===== config.mk =====
export PLATFORM = sky130hd
export DESIGN_NAME = reg_bank_param
export DESIGN_NICKNAME = d
export VERILOG_FILES = /design/src/rtl/reg_bank_param.sv
export SDC_FILE = /design/constraint.sdc
export NUM_CORES = 1
export LEC_CHECK = 0
export BUFFER_PORTS_ARGS = -buffer_cell sky130_fd_sc_hd__buf_2
export CAP_MARGIN = 20
export CORE_ASPECT_RATIO = 1.4
export CORE_UTILIZATION = 35
export CTS_CLUSTER_SIZE = 20
export DETAILED_ROUTE_END_ITERATION = 10
export GPL_TIMING_DRIVEN = 0
export PLACE_DENSITY_LB_ADDON = 0.08
export SETUP_SLACK_MARGIN = 0.02
export SLEW_MARGIN = 25
export SYNTH_ARGS = -nofsm -noshare
export SYNTH_HDL_FRONTEND = slang
export SYNTH_SLANG_ARGS = --single-unit

===== constraint.sdc =====
create_clock -name clock -period 4.75 [get_ports clock]
set_input_delay 0.475 -clock clock [delete_from_list [all_inputs] [get_ports clock]]
set_output_delay 0.475 -clock clock [all_outputs]
set_load 0.02 [all_outputs]

===== src/rtl/reg_bank_param.sv =====
// Parametrised register bank with one in-place modify port, two combinational read ports
// and registered carry/zero flags from the last executed operation.
module reg_bank_param #(
    parameter int unsigned       WIDTH       = 8,
    parameter int unsigned       NUM_REGS    = 4,
    parameter bit                BYPASS      = 1'b1,
    parameter logic [WIDTH-1:0]  RESET_VALUE = '0,
    localparam int unsigned      AW          = $clog2(NUM_REGS)
) (
    input  logic             clock,
    input  logic             reset,
    input  logic             wr_en,
    input  logic [AW-1:0]    wr_addr,
    input  logic [2:0]       op,
    input  logic [WIDTH-1:0] wr_data,
    input  logic [AW-1:0]    rd_addr_a,
    input  logic [AW-1:0]    rd_addr_b,
    output logic [WIDTH-1:0] rd_data_a,
    output logic [WIDTH-1:0] rd_data_b,
    output logic             carry_out,
    output logic             zero_out
);

    typedef enum logic [2:0] {
        OpHold  = 3'b000,
        OpLoad  = 3'b001,
        OpClear = 3'b010,
        OpInc   = 3'b011,
        OpDec   = 3'b100,
        OpShl   = 3'b101,
        OpShr   = 3'b110,
        OpAdd   = 3'b111
    } op_e;

    logic [WIDTH-1:0] regs_q [NUM_REGS];
    logic [WIDTH-1:0] regs_d [NUM_REGS];
    logic             carry_q, carry_d;
    logic             zero_q, zero_d;

    logic             addr_ok;
    logic             executes;
    logic [WIDTH-1:0] cur_val;
    logic [WIDTH-1:0] result;
    logic             result_c;
    logic [WIDTH:0]   sum;

    assign addr_ok  = 32'(wr_addr) < NUM_REGS;
    assign executes = wr_en && (op_e'(op) != OpHold) && addr_ok;

    // Out-of-range addresses never select a register, so the mux defaults to zero.
    always_comb begin
        cur_val = '0;
        for (int unsigned i = 0; i < NUM_REGS; i++) begin
            if (32'(wr_addr) == i) begin
                cur_val = regs_q[i];
            end
        end
    end

    always_comb begin
        result   = cur_val;
        result_c = carry_q;
        sum      = '0;
        unique case (op_e'(op))
            OpHold: begin
                result   = cur_val;
                result_c = carry_q;
            end
            OpLoad: begin
                result   = wr_data;
                result_c = 1'b0;
            end
            OpClear: begin
                result   = '0;
                result_c = 1'b0;
            end
            OpInc: begin
                sum      = {1'b0, cur_val} + {{WIDTH{1'b0}}, 1'b1};
                result   = sum[WIDTH-1:0];
                result_c = sum[WIDTH];
            end
            OpDec: begin
                result   = cur_val - {{(WIDTH-1){1'b0}}, 1'b1};
                result_c = (cur_val == '0);
            end
            OpShl: begin
                result   = {cur_val[WIDTH-2:0], wr_data[0]};
                result_c = cur_val[WIDTH-1];
            end
            OpShr: begin
                result   = {wr_data[0], cur_val[WIDTH-1:1]};
                result_c = cur_val[0];
            end
            OpAdd: begin
                sum      = {1'b0, cur_val} + {1'b0, wr_data};
                result   = sum[WIDTH-1:0];
                result_c = sum[WIDTH];
            end
        endcase
    end

    always_comb begin
        for (int unsigned i = 0; i < NUM_REGS; i++) begin
            regs_d[i] = regs_q[i];
        end
        carry_d = carry_q;
        zero_d  = zero_q;
        if (executes) begin
            for (int unsigned i = 0; i < NUM_REGS; i++) begin
                if (32'(wr_addr) == i) begin
                    regs_d[i] = result;
                end
            end
            carry_d = result_c;
            zero_d  = (result == '0);
        end
    end

    always_ff @(posedge clock) begin
        if (reset) begin
            for (int unsigned i = 0; i < NUM_REGS; i++) begin
                regs_q[i] <= RESET_VALUE;
            end
            carry_q <= 1'b0;
            zero_q  <= (RESET_VALUE == '0);
        end else begin
            for (int unsigned i = 0; i < NUM_REGS; i++) begin
                regs_q[i] <= regs_d[i];
            end
            carry_q <= carry_d;
            zero_q  <= zero_d;
        end
    end

    // Reads forward the in-flight result only when bypass is enabled.
    always_comb begin
        rd_data_a = '0;
        rd_data_b = '0;
        for (int unsigned i = 0; i < NUM_REGS; i++) begin
            if (32'(rd_addr_a) == i) begin
                rd_data_a = (BYPASS && executes && (wr_addr == rd_addr_a)) ? result : regs_q[i];
            end
            if (32'(rd_addr_b) == i) begin
                rd_data_b = (BYPASS && executes && (wr_addr == rd_addr_b)) ? result : regs_q[i];
            end
        end
    end

    assign carry_out = carry_q;
    assign zero_out  = zero_q;

endmodule


==> summary by stage, run 1 <==
Status
The run finished, with violations left. The checks that failed: DRC.

Timing
The final count of hold timing violations is 0. Setup repair after global routing left no endpoint under its margin. Counting I/O delays and the setup requirement, the final critical path takes 4.262 ns. The worst hold slack after final layout is 0.4780 ns. Measured against its own limit, the worst slew margin works out to 0.3872. The setup TNS after final layout is 0 ns. The share of the cycle needed by the critical path after routing is 0.8973. The final max-slew violation count is 0. Setup violations remaining at the end of the flow were counted as 0. The setup clock skew after layout is 0.006952 ns.

Static timing analysis puts the maximum clock frequency at 234.6 MHz. For the pin with the worst max-slew slack, the measured transition is 0.9095 ns.

Clock network
The cell sitting at the root of the clock tree is a clkbuf_16. The hold buffer count at CTS is 0. The clock-pin slew on the worst setup and hold paths is 0.06 ns. Clock latency on the worst-skew pair, taken at its later pin, is 0.28 ns.

TritonCTS built the clock tree. The count of clock tree sinks is 34. The number of gates resized after cts is 0. The number of setup buffers added after CTS is 0. In this run, CTS created clock tree buffers numbering 5. The maximum level of the CTS H-tree is 2.

The worst-case clock buffer depth is 2.

Yosys
nor2_1 is the most common cell in the netlist. The synthesized area per cell is 8.882 um^2. The commonest cells after synthesis are nor2_1 (60), dfxtp_1 (34), mux2i_1 (25). The cell type contributing the most total cell area after synthesis is dfxtp_1. Summing every instance area after synthesis gives 0.003331 mm^2. For this run, the register share of the synthesized area comes to 0.2044.

The synthesized netlist contains 63 unique library cells. The number of flops mapped to enable cells by yosys is 0. The fraction of synthesis flops using an asynchronous set or reset pin is 0. The net count of the mapped netlist is 407. After synthesis, the cell types taking the most area are dfxtp_1 (20%), mux4_2 (16%), mux2i_1 (7.5%).

The total of warnings raised by yosys is 0. After synthesis the netlist holds a flip-flop and latch count of 34. The most used flip-flop cell after synthesis is dfxtp_1. The share of synthesized area in the top cell type comes to 0.2044.

Synthesis produced 375 cells.

Floorplan
The chip width is 84.45 um. The count of boundary I/O pins is 38. The cell row count is 41. The area inside the core boundary is 0.009131 mm^2. The die covers 0.009916 mm^2. The overall die height is 117.4 um. The starting density of the core is 0.3648.

Layout
The final core utilization is 0.4153. 0 antenna diodes ended up in the layout. The sequential cell area in the final layout is 680.7 um^2. From synthesis to final layout, the design area changed by 13.86%. Leaving out filler cells and counting taps, the final layout contains 520. At the end of the flow, the number of nets in the layout was 444. In the final layout, the share of cells above drive strength 1 is 0.2397. Summing all multi-input logic gate instances after layout gives 0.002452 mm^2. The filler cells instantiated in the layout total 954.

Critical path
On the critical path the largest part of the delay comes from buffers and inverters. In this run the worst path has a maximum fanout of 10. The worst setup path is launched from an input port. The slowest stage cell on the critical path is or4_1. At the worst endpoint, the arrival time is 3.79 ns. The largest incremental delay on the critical path is 0.51 ns. STA puts the critical path data required time at 4.28 ns. The capturing element type of the critical path is a primary output. Counting both buffers and inverters, the worst setup path holds a total of 4.

Counting stages on the worst path, the most repeated cell is buf_2. The setup path with the least slack is of type input port to primary output. The signal on the critical path passes through buf_2, buf_2, mux4_2, buf_2, ha_1, nor2_1, a21oi_1, and2_1, or4_1, a41oi_1, o22a_1, mux2_2, buf_2.

Routing
The post-detailed-route via-to-cell ratio is 5.779. The routed design has 10.44 mm of wire. Once detail routing completed, the nets flagged for antenna violations numbered 0. The total DRC errors in the routed layout is 2. The detailed router finished its first iteration with 109 violations. The detailed-route wire length per cell is 20.08 um. Across all layers, the routed design uses 3,005 vias.

The first detailed-routing pass ran for 7 iterations.

Worst hold path
In this run the worst hold path is classified as flop to flop.

Placed design
The half-perimeter wire length after detailed placement is 8.054 mm. At the end of routability-driven placement, the weighted congestion stood at 0.8692. Input and output buffers added on the ports amount to 29. Counting tap cells, the placed design contains a total of 512 instances.

Global route
The maximum number of pins on one net before global-route repair is 12. The global router's overall resource usage is 0.2221. The number of global-route vias before repair was 3,093.

The number of antenna violations at the first check in global routing is 0. The global-route wire length before repair is 16.93 mm. The aggregate global routing overflow is 0.

Pwr
The highest ir drop seen on vdd is 259.5 uV. The leakage power figure is 0.001431 uW. In this run the power density over the cells is 250.1 mW/mm^2.

Job
The max-cap check violation count is 0.
area by class of cell:
class,instances,share of cell area
multi-input cells,299,0.6467
repair buffers,30,0.04124
plain buffers,30,0.04157
well taps,107,0.03530
inverters,12,0.01188
clock buffers,8,0.04388
flip-flops and latches,34,0.1795
registers in the layout, summed over array words and instances, names as in the netlist:
register,cells
carry_out,1
zero_out,1
regs_q,32
logic make-up after synthesis:
| kind of cell | synth area share |
|---|---|
| and+or+nand+nor | 0.1848 |
| AOI/OAI and AO/OA | 0.1807 |
| muxes | 0.2780 |
| buffers and inverters | 0.06086 |
| DFF | 0.2044 |
| xor gates and xnor gates | 0.04395 |
| adders and majority gates | 0.04733 |
layout by cell type, fill, tap and decap left out, types with 5 or more instances in the layout:
master	instances
nor2b_1	6
nand2_1	15
clkbuf_16	5
mux2i_1	25
mux4_2	23
nor2_1	60
dfxtp_1	34
nor3_1	8
xor2_1	8
nand3_1	12
o21ai_0	13
inv_1	11
clkbuf_1	16
buf_6	6
ha_1	11
a21oi_1	14
mux2_2	14
a211oi_1	13
and2_1	5
xnor2_1	5
buf_2	35
through the flow:
step	area, um^2	setup WS, ns	power, uW
final	3792	0.4878	948.7
after global routing	3792	0.2282	1000
after CTS	3792	0.4729	956.6
after detailed placement	3626	0.4792	595.3
after global placement	3610	0.4679	592.6
after floorplan	3331	1.094	518.1
final timing paths:
path | from | end | slack, ns | cells after the start
worst max-delay path | wr_addr[0] | rd_data_a[4] | 0.49 | 13
worst max register to register | regs_q[0][24]$_SDFFE_PP0P_ | zero_out$_SDFFE_PP1P_ | 1.38 | 13
worst min register to register | zero_out$_SDFFE_PP1P_ | zero_out$_SDFFE_PP1P_ | 0.48 | 2
worst min-delay path | zero_out$_SDFFE_PP1P_ | zero_out$_SDFFE_PP1P_ | 0.48 | 2
layer usage:
layer,global-route usage,part of all wire,vias to the layer above
met3,0.02182,0.026,15
met1,0.2553,0.41,1459
met4,0.06992,0.023,0
met5,0,0,-
li1,-,-,1470
met2,0.4242,0.54,61
tightest hold or removal path, stage by stage, from the launching register on:
cell     delay [ns]
dfxtp_1        0.33
a21oi_1        0.06
o31ai_1        0.05
power by group:
group / internal, uW / switching, uW
Combinational: 114 / 167
Clock: 237 / 122
Sequential: 297 / 10.9
Total: 649 / 300
Note: power is estimated with default switching activity, not from simulation.
==> run 2, diff against run 1 <==
--- a/config.mk
+++ b/config.mk
@@ -5,14 +5,14 @@
 export SDC_FILE = /design/constraint.sdc
 export NUM_CORES = 1
 export LEC_CHECK = 0
-export BUFFER_PORTS_ARGS = -buffer_cell sky130_fd_sc_hd__buf_2
+export BUFFER_PORTS_ARGS = -buffer_cell sky130_fd_sc_hd__buf_4
 export CAP_MARGIN = 20
-export CORE_ASPECT_RATIO = 1.4
+export CORE_ASPECT_RATIO = 0.6
 export CORE_UTILIZATION = 35
 export CTS_CLUSTER_SIZE = 20
 export DETAILED_ROUTE_END_ITERATION = 10
 export GPL_TIMING_DRIVEN = 0
-export PLACE_DENSITY_LB_ADDON = 0.08
+export PLACE_DENSITY = 0.5
 export SETUP_SLACK_MARGIN = 0.02
 export SLEW_MARGIN = 25
 export SYNTH_ARGS = -nofsm -noshare
==> run 2 against run 1 <==
The run still ends with DRC left. Cell count grew 4.2%. Combinational power grew 5%. First-iteration DRC count grew to 3.2 times the previous value. Setup slack lost 0.14 ns. Global-route usage grew 0.67 points. Power shrank 3.9%. Sequential share of layout area shrank 0.30 points. Largest power group is now sequential cells. Core utilization grew 0.43 points. Die area is essentially flat.
==> summary by stage, run 2 (same netlist as run 1, synthesis figures left out) <==
Status
Result of the run: finished with violations (unchanged). Violations in the final reports: DRC (unchanged).

Placed design
The half-perimeter wire length after detailed placement is 8.291 mm (was 8.054 mm). The global placer's final weighted congestion is 0.9253 (was 0.8692). The count of input and output buffers was 29 (unchanged).

The cell count after placement was 535 (was 512).

Timing
The slew at the pin with the worst max-slew slack is 0.7928 ns (was 0.9095 ns). The final count of hold timing violations is 0 (unchanged). The final max-slew violation count is 0 (unchanged).

The final setup violation count was 0 (unchanged). The clock period minus worst slack was 4.401 ns (was 4.262 ns). Setup repair after global routing missed its margin: false (unchanged).

The relative slew slack came to 0.4715 (was 0.3872). The setup TNS after final layout is 0 ns (unchanged). The maximum clock rate is 227.2 MHz (was 234.6 MHz). The setup clock skew after layout came to 0.003472 ns (was 0.006952 ns).

The share of the cycle needed by the critical path after routing is 0.9266 (was 0.8973).

Global route
The global router's overall resource usage was 0.2287 (was 0.2221). The met1 track demand over resource in global routing is 0.3732 (was 0.2553). The met3 track demand over resource in global routing is 0.05586 (was 0.02182). The number of global-route vias before repair is 2,934 (was 3,093). The met2 usage in global routing is 0.2957 (was 0.4242). The aggregate global routing overflow is 0 (unchanged). The maximum number of pins on one net before global-route repair is 12 (unchanged). The routing layer with the top usage in global route is met1 (was met2). The number of antenna violations at the first check in global routing came to 0 (unchanged).

The global-route wire length before repair came to 17.10 mm (was 16.93 mm).

Floorplan
The overall die height is 77.57 um (was 117.4 um). The count of boundary I/O pins is 38 (unchanged). The area inside the core boundary was 0.009189 mm^2 (was 0.009131 mm^2).

The cell row count is 27 (was 41). The starting density of the core is 0.3625 (was 0.3648). The chip width came to 127.9 um (was 84.45 um).

The die outline area is 0.009924 mm^2 (was 0.009916 mm^2).

Routing
The first-pass iteration count of the detailed router was 8 (was 7). The wire length after detailed routing is 10.69 mm (was 10.44 mm). The total vias in the final route is 3,151 (was 3,005).

The post-detailed-route via-to-cell ratio is 5.814 (was 5.779). The number of antenna-violating nets in the routed design is 0 (unchanged). The total DRC errors in the routed layout came to 2 (unchanged). The detailed-route wire length per cell is 19.73 um (was 20.08 um). The number of DRC markers after the initial detailed-route iteration is 346 (was 109).

Clock network
The count of clock tree sinks is 34 (unchanged). The clock-pin slew on the worst setup and hold paths is 0.05 ns (was 0.06 ns). The cell chosen for the clock root is clkbuf_16 (unchanged). The maximum level of the CTS H-tree is 2 (unchanged). The hold buffer count at CTS is 0 (unchanged). The worst-case clock buffer depth is 2 (unchanged). The number of setup buffers added after CTS is 0 (unchanged). The clock buffer count from CTS is 5 (unchanged). The number of gates resized after cts is 0 (unchanged). The clock tree from TritonCTS is built (unchanged).

The clock latency reported for the late side of the worst-skew pair is 0.28 ns (about the same).

Critical path
The slowest stage cell on the critical path was mux4_2 (was or4_1). The most prevalent standard cell on the critical path is buf_2 (unchanged). The capturing element type of the critical path was a primary output (unchanged). The arrival time of the worst setup path is 3.93 ns (was 3.79 ns). The type of the worst setup path is input port to primary output (unchanged). The largest incremental delay on the critical path was 0.41 ns (was 0.51 ns). Chain of cells forming the critical path: buf_2, buf_2, mux4_2, buf_2, ha_1, nand3_1, o211ai_1, o41ai_1, xor2_1, nor3_1, a2111oi_4, a211oi_2, mux2_2, buf_4 (was buf_2, buf_2, mux4_2, buf_2, ha_1, nor2_1, a21oi_1, and2_1, or4_1, a41oi_1, o22a_1, mux2_2, buf_2). The category of the worst setup path launch point is an input port (unchanged). The data required time of the worst path was 4.28 ns (about the same). The largest driver fanout on the critical path is 10 (unchanged).

Pwr
The total power was 912.1 uW (was 948.7 uW). The leakage power figure came to 0.001422 uW (was 0.001431 uW). The cell area power density was 236.5 mW/mm^2 (was 250.1 mW/mm^2). The highest ir drop seen on vdd is 125.4 uV (was 259.5 uV).

Layout
The ratio of cells with drive above 1 in the final layout is 0.2330 (was 0.2397). The leading cell type in the layout, fill and taps excluded is nor2_1 (unchanged). Commonest non-fill, non-tap cells in the layout: nor2_1 (60), dfxtp_1 (34), buf_4 (30), mux2i_1 (25), mux4_2 (23) (was nor2_1 (60), buf_2 (35), dfxtp_1 (34), mux2i_1 (25), mux4_2 (23)). The flip-flop count of the largest register after layout is 32 (unchanged). The number of non-filler instances in the completed layout is 542 (was 520). The final layout net count is 444 (unchanged). The register name with the most flops is regs_q (unchanged). The number of antenna cells inserted came to 0 (unchanged). The area growth from synthesis to layout is 15.78% (was 13.86%).

Worst hold path
The class of the tightest hold or removal check was flop to flop (unchanged).

Job
The max-cap check violation count is 0 (unchanged).
[run 2: changes by cell type in the layout (fill, tap and decap cells not counted), sizes merged]
cell	change
clkbuf	-1
[run 2: area by class of cell]
| type | instances | area [um^2] |
|---|---|---|
| clock buffer | 7 | 132.6 |
| sequential | 34 | 680.7 |
| buffer | 30 | 157.7 |
| inverter | 12 | 45.04 |
| multi-input combinational | 299 | 2452 |
| tap | 130 | 162.7 |
| timing repair buffer | 30 | 225.2 |
| fill | 945 | 5333 |
[run 2: per-stage QoR]
step,util,setup WS [ns],hold WS (ns),instance area (um^2)
after global routing,0.4197,0.1095,0.5632,3856
after detailed placement,0.4052,0.3801,0.5025,3724
after global placement,0.4039,0.3849,0.5079,3711
final,0.4197,0.3488,0.5047,3856
after CTS,0.4197,0.3609,0.5141,3856
after floorplan,-,1.094,0.4868,3331
[run 2: worst paths after layout]
| kind | start | depth (start not counted) | slack [ns] | to |
|---|---|---|---|---|
| max | wr_addr[0] | 14 | 0.35 | rd_data_b[7] |
| min | zero_out$_SDFFE_PP1P_ | 2 | 0.50 | zero_out$_SDFFE_PP1P_ |
| min reg2reg | zero_out$_SDFFE_PP1P_ | 2 | 0.50 | zero_out$_SDFFE_PP1P_ |
| max reg2reg | regs_q[0][24]$_SDFFE_PP0P_ | 13 | 1.38 | zero_out$_SDFFE_PP1P_ |
[run 2: metal layers]
layer,routed length (um),vias to the layer above,share of wire
li1,-,1474,-
met1,5516,1536,0.52
met2,4132,132,0.39
met3,988,9,0.092
met4,56,0,0.0052
met5,0,-,0
[run 2: power by group]
part / switching [uW] / leakage [uW] / internal [uW]
logic: 171 / 0.00108 / 123
clock network: 117 / 0.0000640 / 192
registers: 11.6 / 0.000277 / 297
total: 300 / 0.00142 / 612
[run 2: worst max-delay path: cells and delay by family]
kind	cells	cell delay, ns
xor+xnor	1	0.20
mux	2	0.73
simple gates	2	0.20
buf+inv	4	0.90
compound gates	4	1.08
fa+ha+maj	1	0.34
